File: config.mk
export PLATFORM = sky130hd
export DESIGN_NAME = vga_rectfill
export DESIGN_NICKNAME = d
export VERILOG_FILES = /design/src/rtl/vga_rectfill_pkg.sv /design/src/rtl/vga_rectfill_reg.sv /design/src/rtl/vga_rectfill.sv
export SDC_FILE = /design/constraint.sdc
export NUM_CORES = 1
export LEC_CHECK = 0
export ABC_CLOCK_PERIOD_IN_PS = 4200
export CORE_ASPECT_RATIO = 1.2
export CORE_MARGIN = 4
export CORE_UTILIZATION = 65
export CTS_CLUSTER_DIAMETER = 200
export DETAILED_ROUTE_END_ITERATION = 7
export DONT_BUFFER_PORTS = 1
export HOLD_SLACK_MARGIN = 0.12
export PLACE_DENSITY = 0.81
export REMOVE_ABC_BUFFERS = 1
export SETUP_SLACK_MARGIN = 0.4
export SYNTH_ARGS = -nofsm -noshare
export SYNTH_HDL_FRONTEND = slang
export SYNTH_SLANG_ARGS = --single-unit
File: constraint.sdc
create_clock -name clk -period 4.2 [get_ports clk]
set_clock_uncertainty 0.1 [all_clocks]
set_input_delay 1.26 -clock clk [delete_from_list [all_inputs] [get_ports clk]]
set_output_delay 1.26 -clock clk [all_outputs]
set_load 0.01 [all_outputs]
File: src/rtl/vga_rectfill_pkg.sv
// Shared definitions for the rectangle-fill engine: frame geometry, register map, CTRL bits, FSM states.
// Build option VGA_RECTFILL_VBLANK_SYNC_EN (see vga_rectfill.sv) makes use of ST_WAIT_VB.
package vga_rectfill_pkg;

    localparam int H_PIXELS = 640;
    localparam int V_PIXELS = 480;

    localparam logic [1:0] REG_CTRL   = 2'd0;
    localparam logic [1:0] REG_ORIGIN = 2'd1;
    localparam logic [1:0] REG_SIZE   = 2'd2;
    localparam logic [1:0] REG_COLOR  = 2'd3;

    localparam int CTRL_START_BIT = 0;
    localparam int CTRL_BUSY_BIT  = 0;
    localparam int CTRL_DONE_BIT  = 1;

    typedef enum logic [2:0] {
        ST_IDLE    = 3'd0,
        ST_SETUP   = 3'd1,
        ST_WAIT_VB = 3'd2,
        ST_FILL    = 3'd3,
        ST_DONE    = 3'd4
    } state_e;

    typedef struct packed {
        logic [9:0]  x0;
        logic [8:0]  y0;
        logic [9:0]  w;
        logic [8:0]  h;
        logic [11:0] color;
    } rect_cfg_t;

endpackage

File: src/rtl/vga_rectfill_reg.sv
// Local-bus register file for the fill engine: ORIGIN/SIZE/COLOR, sticky DONE, START strobe.
// Reads return on qout one cycle after the access; geometry writes are dropped while busy.
module vga_rectfill_reg
    import vga_rectfill_pkg::*;
#(
    parameter int XLEN = 32
) (
    input  logic            clk,
    input  logic            rst_n,
    input  logic            sel_i,
    input  logic [XLEN-1:0] addr_i,
    input  logic [2:0]      we_i,
    input  logic [XLEN-1:0] qin_i,
    input  logic            busy_i,
    input  logic            done_set_i,
    output logic [XLEN-1:0] qout_o,
    output rect_cfg_t       cfg_o,
    output logic            start_o
);

    rect_cfg_t       cfg_q, cfg_d;
    logic            done_q, done_d;
    logic [XLEN-1:0] qout_q, qout_d;
    logic            wr, rd;
    logic [1:0]      idx;

    assign wr  = sel_i && (we_i != 3'b000);
    assign rd  = sel_i && (we_i == 3'b000);
    assign idx = addr_i[3:2];

    always_comb begin
        cfg_d   = cfg_q;
        done_d  = done_q;
        qout_d  = '0;
        start_o = 1'b0;

        if (wr) begin
            case (idx)
                REG_CTRL: begin
                    start_o = qin_i[CTRL_START_BIT] && !busy_i;
                    if (qin_i[CTRL_DONE_BIT]) done_d = 1'b0;
                end
                REG_ORIGIN: if (!busy_i) begin
                    cfg_d.x0 = qin_i[9:0];
                    cfg_d.y0 = qin_i[24:16];
                end
                REG_SIZE: if (!busy_i) begin
                    cfg_d.w = qin_i[9:0];
                    cfg_d.h = qin_i[24:16];
                end
                default: if (!busy_i) cfg_d.color = qin_i[11:0];
            endcase
        end

        // A completing fill wins over a simultaneous software clear.
        if (done_set_i) done_d = 1'b1;

        if (rd) begin
            case (idx)
                REG_CTRL: begin
                    qout_d[CTRL_BUSY_BIT] = busy_i;
                    qout_d[CTRL_DONE_BIT] = done_q;
                end
                REG_ORIGIN: begin
                    qout_d[9:0]   = cfg_q.x0;
                    qout_d[24:16] = cfg_q.y0;
                end
                REG_SIZE: begin
                    qout_d[9:0]   = cfg_q.w;
                    qout_d[24:16] = cfg_q.h;
                end
                default: qout_d[11:0] = cfg_q.color;
            endcase
        end
    end

    always_ff @(posedge clk or negedge rst_n) begin
        if (!rst_n) begin
            cfg_q  <= '0;
            done_q <= 1'b0;
            qout_q <= '0;
        end else begin
            cfg_q  <= cfg_d;
            done_q <= done_d;
            qout_q <= qout_d;
        end
    end

    assign qout_o = qout_q;
    assign cfg_o  = cfg_q;

    logic unused_bus_bits;
    assign unused_bus_bits = ^{addr_i[XLEN-1:4], addr_i[1:0], qin_i[XLEN-1:25], qin_i[15:12]};

endmodule

File: src/rtl/vga_rectfill.sv
// Rectangle-fill engine: clips the programmed rectangle to 640x480, then streams one VRAM write per grant.
// Build option VGA_RECTFILL_VBLANK_SYNC_EN: hold the fill until a vblank rising edge (tear-free).
module vga_rectfill
    import vga_rectfill_pkg::*;
#(
    parameter int XLEN    = 32,
    parameter int VADDR_W = 19
) (
    input  logic               clk,
    input  logic               rst_n,
    input  logic               sel,
    input  logic [XLEN-1:0]    addr,
    input  logic [2:0]         we,
    input  logic [XLEN-1:0]    qin,
    output logic [XLEN-1:0]    qout,
    input  logic               vblank,
    output logic               vram_req,
    input  logic               vram_gnt,
    output logic [VADDR_W-1:0] vram_addr,
    output logic [11:0]        vram_wdata,
    output logic               done_irq
);

    rect_cfg_t cfg;
    logic      start;

    state_e             state_q, state_d;
    logic [VADDR_W-1:0] addr_q, addr_d;
    logic [VADDR_W-1:0] base_q, base_d;
    logic [9:0]         col_q, col_d;
    logic [8:0]         row_q, row_d;
    logic [9:0]         wc_q, wc_d;
    logic [8:0]         hc_q, hc_d;

    vga_rectfill_reg #(.XLEN(XLEN)) u_reg (
        .clk        (clk),
        .rst_n      (rst_n),
        .sel_i      (sel),
        .addr_i     (addr),
        .we_i       (we),
        .qin_i      (qin),
        .busy_i     (state_q != ST_IDLE),
        .done_set_i (state_q == ST_DONE),
        .qout_o     (qout),
        .cfg_o      (cfg),
        .start_o    (start)
    );

    // Clipping; the room terms only matter when the origin is on-screen, so no underflow reaches the FSM.
    logic               x_in, y_in, empty;
    logic [9:0]         w_room, wc;
    logic [8:0]         h_room, hc;
    logic [VADDR_W-1:0] base;

    always_comb begin
        x_in   = cfg.x0 < 10'(H_PIXELS);
        y_in   = cfg.y0 < 9'(V_PIXELS);
        w_room = 10'(H_PIXELS) - cfg.x0;
        h_room = 9'(V_PIXELS) - cfg.y0;
        wc     = (cfg.w < w_room) ? cfg.w : w_room;
        hc     = (cfg.h < h_room) ? cfg.h : h_room;
        empty  = !x_in || !y_in || (wc == 10'd0) || (hc == 9'd0);
        base   = (VADDR_W'(cfg.y0) << 9) + (VADDR_W'(cfg.y0) << 7) + VADDR_W'(cfg.x0);
    end

`ifdef VGA_RECTFILL_VBLANK_SYNC_EN
    logic vb_q, vb_rise;
    always_ff @(posedge clk or negedge rst_n) begin
        if (!rst_n) vb_q <= 1'b0;
        else        vb_q <= vblank;
    end
    assign vb_rise = vblank && !vb_q;
`else
    logic unused_vblank;
    assign unused_vblank = vblank;
`endif

    always_comb begin
        state_d = state_q;
        addr_d  = addr_q;
        base_d  = base_q;
        col_d   = col_q;
        row_d   = row_q;
        wc_d    = wc_q;
        hc_d    = hc_q;

        case (state_q)
            ST_IDLE: if (start) state_d = ST_SETUP;
            ST_SETUP: begin
                if (empty) begin
                    state_d = ST_DONE;
                end else begin
                    wc_d   = wc;
                    hc_d   = hc;
                    base_d = base;
                    addr_d = base;
                    col_d  = '0;
                    row_d  = '0;
`ifdef VGA_RECTFILL_VBLANK_SYNC_EN
                    state_d = ST_WAIT_VB;
`else
                    state_d = ST_FILL;
`endif
                end
            end
`ifdef VGA_RECTFILL_VBLANK_SYNC_EN
            ST_WAIT_VB: if (vb_rise) state_d = ST_FILL;
`endif
            ST_FILL: if (vram_gnt) begin
                if (col_q == wc_q - 10'd1) begin
                    if (row_q == hc_q - 9'd1) begin
                        state_d = ST_DONE;
                    end else begin
                        base_d = base_q + VADDR_W'(H_PIXELS);
                        addr_d = base_q + VADDR_W'(H_PIXELS);
                        col_d  = '0;
                        row_d  = row_q + 9'd1;
                    end
                end else begin
                    col_d  = col_q + 10'd1;
                    addr_d = addr_q + VADDR_W'(1);
                end
            end
            ST_DONE: state_d = ST_IDLE;
            default: state_d = ST_IDLE;
        endcase
    end

    always_ff @(posedge clk or negedge rst_n) begin
        if (!rst_n) begin
            state_q <= ST_IDLE;
            addr_q  <= '0;
            base_q  <= '0;
            col_q   <= '0;
            row_q   <= '0;
            wc_q    <= '0;
            hc_q    <= '0;
        end else begin
            state_q <= state_d;
            addr_q  <= addr_d;
            base_q  <= base_d;
            col_q   <= col_d;
            row_q   <= row_d;
            wc_q    <= wc_d;
            hc_q    <= hc_d;
        end
    end

    assign vram_req   = (state_q == ST_FILL);
    assign vram_addr  = addr_q;
    assign vram_wdata = cfg.color;
    assign done_irq   = (state_q == ST_DONE);

endmodule

* Yosys cells after proc, flatten, opt, wreduce, memory -nomap -nowiden
Cells that the tools add are included.
W data, S select, Z words.
** Storage, ports and cells
- Bits in registers :: 151
- Input bits :: 72
- Output and inout bits :: 65
- Word-level logic and storage cells :: 112
** Operators by class
- Add/subtract/negate cells :: 10
- Magnitude comparators :: 4
- Eq/ne operators :: 14
- Mux-type cells :: 38
- Bitwise gates (word level) :: 3
- Reduce and logical (&&, ||, !) cells :: 29
** Operators with widths (number)
- $mux W19 :: 6
- $pmux W19 S2 :: 2
- $mux W9 :: 6
- $mux W10 :: 5
- $pmux W9 S2 :: 2
- $pmux W8 S3 :: 1
- $pmux W10 S2 :: 1
- $add A18 B16 Y19 :: 1
- $add A19 B1 Y19 const B :: 1
- $add A19 B10 Y19 :: 1
- $add A19 B10 Y19 const B :: 1
- $mux W3 :: 5
- $mux W12 :: 1
- $reduce_and A3 Y1 :: 4
- $add A10 B1 Y10 const B :: 1
- $eq A10 B10 Y1 :: 1
- $logic_not A10 Y1 :: 1
- $lt A10 B10 Y1 :: 1
- $lt A10 B10 Y1 const B :: 1
- $sub A10 B1 Y10 const B :: 1
- $sub A10 B10 Y10 const A :: 1
- $add A9 B1 Y9 const B :: 1
- $eq A9 B9 Y1 :: 1
- $logic_not A9 Y1 :: 1
- 28 further kinds :: 51

* Logic depth before layout (Yosys ltp)
- Word-level depth :: 8
- Depth in mapped cells :: 17

* Cells and area by module
From an unflattened synthesis, not the netlist that was laid out.
** Unflattened totals
- Cell total of the unflattened synthesis :: 975
- Area total of the unflattened synthesis :: 9310.2 sq um
** Modules (own cells, without submodules)
- vga_rectfill :: instances 1, cells each 770, area each 6237.2 sq um, seq. area each 1976.9 sq um
- vga_rectfill_reg :: instances 1, cells each 205, area each 3072.9 sq um, seq. area each 1801.7 sq um

* Worst setup path after synthesis
Ideal clock, no wire load.
- Kind :: register -> register
- Start point :: register u_reg.cfg_q, in the netlist u_reg.cfg_o[40]
- End point :: register hc_q[0]
- Setup time :: 127 ps
- Arrival :: 3523 ps
- Required time :: 3973 ps
- Path slack :: 450 ps
- Cell stages (with the launch flop) :: 17
- Path buffers :: 4
- Period minus slack after synthesis :: 3750 ps
- Cell sequence :: dfrtp_1 clkbuf_1 inv_1 ha_1 or3b_1 clkbuf_1 o31ai_1 nand2_1 ha_1 a2111oi_0 o21a_1 nor3_1 or3b_4 buf_4 buf_2 a211oi_1 a21oi_1
** Between the ends
- Cells in the longest elaborated chain, start to end :: 8
- Elaborated cells between the ends (all ways) :: 11
- Classes of those cells :: 1 x add/sub; 2 x order compare; 1 x mux; 1 x bitwise; 6 x reduce/logical
** RTL lines
- start, declared :: RTL line vga_rectfill_reg.sv:21 : rect_cfg_t cfg_q, cfg_d;
- start signal, assigned :: RTL line vga_rectfill_reg.sv:83 : cfg_q <= cfg_d;
- $sub A10 B10 Y10 :: RTL line vga_rectfill.sv:58 : w_room = 10'(H_PIXELS) - cfg.x0;
- $lt A10 B10 Y1 :: RTL line vga_rectfill.sv:60 : wc = (cfg.w < w_room) ? cfg.w : w_room;
- $mux W10 :: RTL line vga_rectfill.sv:60
- $logic_not A10 Y1 :: RTL line vga_rectfill.sv:62 : empty = !x_in || !y_in || (wc == 10'd0) || (hc == 9'd0);
- $logic_or A1 B1 Y1 * (2 in series) :: RTL line vga_rectfill.sv:62
- $not A1 Y1 (no line) *
- $reduce_and A2 Y1 (no line) *
- end signal, assigned :: RTL line vga_rectfill.sv:137 : hc_q <= '0;
- end signal, assigned :: RTL line vga_rectfill.sv:145 : hc_q <= hc_d;
- end, declared :: RTL line vga_rectfill.sv:33 : logic [8:0] hc_q, hc_d;
Mark *: on every way between the ends. The rest lies on a longest branch, timed or not.
A chain may end at the register's enable or synchronous reset.

* Worst setup path after layout
- Start point :: register u_reg.cfg_q, in the netlist u_reg.cfg_o[32]
- End point :: register state_q[0]
** Between the ends
- Cells in the longest elaborated chain, start to end :: 7
- Elaborated cells between the ends (all ways) :: 11
- Classes of those cells :: 1 x add/sub; 2 x order compare; 3 x mux; 5 x reduce/logical
** RTL lines
- $sub A9 B9 Y9 / $lt A9 B9 Y1 (equally long branches) :: RTL line vga_rectfill.sv:59, vga_rectfill.sv:57
- $lt A9 B9 Y1 / $logic_not A1 Y1 (equally long branches) :: RTL line vga_rectfill.sv:61, vga_rectfill.sv:62
- $mux W9 / $logic_or A1 B1 Y1 (equally long branches) :: RTL line vga_rectfill.sv:61, vga_rectfill.sv:62
- $logic_not A9 Y1 / $logic_or A1 B1 Y1 (equally long branches) :: RTL line vga_rectfill.sv:62
- $logic_or A1 B1 Y1 * :: RTL line vga_rectfill.sv:62
- $mux W3 * :: RTL line vga_rectfill.sv:90 : if (empty) begin
- $pmux W3 S3 * :: RTL line vga_rectfill.sv:87 : case (state_q)
- end signal, assigned :: RTL line vga_rectfill.sv:139 : state_q <= state_d;
- end, declared :: RTL line vga_rectfill.sv:27 : state_e state_q, state_d;
Marked as above.

==> impl_metrics.tcl <==
set metrics [dict create \
    hpwlAfterDp_um 15520 \
    row_count 48 \
    post_drt_wl_per_cell_um 19.38 \
    hold_viol_final 0 \
    start_util_pct 66.47 \
    ys.flop_type "dfrtp_1" \
    final.period_utilization_pct 89.05 \
    ys_warn_count 0 \
    setup_violations 0 \
    synth_area_sq_um 9620 \
    antenna_found_initial 0 \
    max-vdd-ir-drop_v 0.0005211 \
    critical_path.cell_chain "buf_4 > nor3_2 > and2_1 > nor2_1 > xor2_1 > ha_1 > o211ai_1 > nor2_2 > nand4b_1 > buf_4 > a211oi_4 > nor4_4 > nor3b_4 > buf_4 > bufbuf_16 > a21o_1 > o21bai_1" \
    grt_setup_unrepaired "true" \
    remaining_drc_errors 0 \
    path_clk_slew_ns 0.07 \
    synth_cell_type_count 74 \
    fp.dieArea_sq_um 16820 \
    period_minus_slack_ns 3.740 \
    cp.depth 17 \
    critPathArrivalTime_ns 3.97 \
    worstPathMaxFanout 22 \
    numCtsBuffers 17 \
    grt_overflow 0 \
    rrSetupSlack_ns 0.46 \
    place_congestion 0.8819 \
    viasPerCell 6.355 \
    top_usage_layer "met2" \
    relSlewSlack_pct 49.03 \
    grt_max_degree 152 \
    first_pass_iters 5 \
    met3_usage_pct 6.818 \
    crit_slowest_cell "dfrtp_1" \
    netlist_instances 1023 \
    min_path_type "reg2reg" \
    critical_path.top_delay_family "simple AND/OR/NAND/NOR gates" \
    slowest_delay_ns 0.40 \
    ys_ff_latch 151 \
    worst_setup_path_start_kind "flip-flop" \
    clock-sinks 151 \
    use_met1_pct 37.43 \
    crit_buf_inv 4 \
    synth_seq_area_share_pct 39.28 \
    grt.total_usage_pct 28.16 \
    path_class "reg2reg" \
    cts_tree "built" \
    clockRootBuffer "clkbuf_16" \
    holdPathStages 2 \
    outcome "finished clean" \
    grt_pass1_vias 7701 \
    pwr_density_cell_nw_per_um2 861.7 \
    end_kind "flip-flop" \
    port_buffers 0 \
    syn_area_per_cell_sq_um 9.404 \
    core_sq_um 14470 \
    maxCapViolCount 0 \
    cellLeakagePower_uw 0.004718 \
    stdcell_area_sq_um 10670 \
    num_io_pins 137 \
    drtIter0Drc 574 \
    tightest_slew_ns 0.7550 \
    whs_ns 0.3781 \
    final_antenna_net_count 0 \
    num_vias 7849 \
    cpMostUsedCell "buf_4" \
    finalMaxSlewViolations 0 \
    reg2reg_depth 17 \
    chipHeight_um 141.3 \
    clk_latency_ns 0.44 \
    drt-total-wl_um 23940 \
    place_area_sq_um 9717 \
    fin_setup_tns_ns 0 \
    worstPathRequired_ns 4.43 \
    syn_to_final_growth_pct 10.91 \
    h-tree-depth 4 \
    fmax_mhz 267.4 \
    die_w_um 119.1 \
    grt_pass1_wl_um 38710 \
    fin_nets 1143 \
    drive_gt1_share_pct 17.78 \
    diodes 0 \
    clk_path_buf_depth 2 \
    grt.met2_usage_pct 44.66 \
    synth_edf_count 0 \
    async_reset_ff_share_pct 100.0 \
]
-- through the flow --
stage | setup WS (ns) | power [uW] | cells | utilization [%]
after CTS | 0.4023 | 8735 | 1223 | 71.98
after global routing | 0.3307 | 9862 | 1235 | 73.72
final | 0.4601 | 9195 | 1235 | 73.72
after global placement | 0.2939 | 6890 | 1186 | 67.13
after detailed placement | 0.1898 | 7063 | 1186 | 67.13
after floorplan | -2.153 | 5925 | 962 | -
-- cell families (layout without fill, tap and decap cells) --
group           after synthesis  after routing  synth area share [%]
buf+inv                     115            117                 5.814
fa+ha+maj                    49             49                 6.529
mux                          83             83                 9.637
other cells                   1             11               0.03898
simple gates                327            327                 16.70
flops                       151            151                 39.28
compound gates              232            232                 16.09
xor+xnor                     65             65                 5.918
-- cells in the mapped netlist (3+ instances only) --
library cell,count,area [sq um]
a2111oi_0,3,26.28
buf_4,24,180.2
a221oi_1,3,26.28
buf_6,3,33.78
a31oi_1,6,37.54
xor2_1,27,236.5
nor3_1,22,110.1
o21ai_0,46,230.2
ha_1,47,588.1
a211oi_1,6,45.04
mux2_4,4,60.06
nor3b_1,10,75.07
and3_1,24,150.1
a21oi_1,45,225.2
nand3_1,24,120.1
or2_2,5,31.28
a22o_1,6,52.55
o21ai_1,7,35.03
a21o_1,8,60.06
nor2_1,74,277.8
nand2b_1,10,62.56
inv_1,44,165.2
xnor2_1,38,332.8
mux2i_1,18,180.2
nand2_1,111,416.7
a211o_1,4,35.03
o31ai_1,7,52.55
o211ai_1,15,112.6
nor4_1,9,56.30
a22oi_1,19,142.6
o21a_1,8,60.06
a2bb2oi_1,7,61.31
dfrtp_1,151,3779
clkbuf_1,30,112.6
o22ai_1,15,93.84
or3_1,7,43.79
o311ai_0,4,35.03
o2bb2ai_1,5,43.79
mux2_2,61,686.9
nand4b_1,3,26.28
nand4_1,8,50.05
buf_2,12,60.06
-- placed cells by master, fill, tap and decap left out, types with 5 or more instances in the layout --
cell	instances
a2bb2oi_1	7
o2bb2ai_1	5
xor2_1	27
dfrtp_1	148
inv_6	7
ha_1	45
mux2i_1	18
inv_1	42
o21ai_0	44
nor4_1	7
nand2b_1	9
xnor2_1	37
nor3_1	18
o22ai_1	15
o21ai_1	9
or3_1	7
nand2_1	110
or2_2	5
clkbuf_16	18
a31oi_1	6
nand4_1	8
conb_1	11
nand3_1	24
o21a_1	8
mux2_2	61
a22o_1	6
o31ai_1	6
and3_1	23
a21oi_1	42
o211ai_1	15
nor2_1	72
buf_4	36
a22oi_1	19
a21o_1	8
nor3b_1	7
-- area by class of cell --
type,count,area [sq um]
clock inverter,13,132.6
fill,990,3804
inverter,44,165.2
tap,200,250.2
clock buffer,19,452.9
multi-input combinational,767,5517
timing repair buffer,41,370.4
sequential,151,3782
-- tightest hold or removal path, delay by kind of cell (launching register included) --
family / cells / cell delay (ns)
AND/OR/NAND/NOR: 2 / 0.11
flip-flops: 1 / 0.34
-- state kept, by name, summed over array words and instances (netlist names) --
name          count
row_q             9
u_reg.cfg_o      50
u_reg.qout_o     21
u_reg.done_q      1
state_q           3
wc_q             10
hc_q              9
vram_addr        19
col_q            10
base_q           19
-- final timing paths --
check                                startpoint         endpoint
worst min-delay path                  base_q[3]        base_q[3]
worst min register to register        base_q[3]        base_q[3]
worst max-delay path            u_reg.cfg_o[32]       state_q[0]
max in group asynchronous                 rst_n  u_reg.cfg_o[43]
min in group asynchronous                 rst_n       base_q[18]
worst max register to register  u_reg.cfg_o[32]       state_q[0]
-- per-layer routing --
layer	part of all wire, %	routed length [um]
met3	8.0	1919
met5	0	0
met1	41	9873
met4	2.6	623
met2	48	11520
-- repair_timing --
| action | CTS | global route |
|---|---|---|
| cloned | 1 | 1 |
| endpoints found under the setup margin | 59 | 78 |
| buffers inserted | 4 | 11 |
| resized for setup | 12 | 33 |
| hold buffers | 0 | 0 |
| pin swaps | 0 | 11 |
-- report_power, final --
part           internal, uW  switching, uW  leakage, uW
clock network           864            663     0.000288
logic                  2150           2610      0.00254
registers              2000            900      0.00189
total                  5020           4180      0.00472
Note: power is estimated with default switching activity, not from simulation.
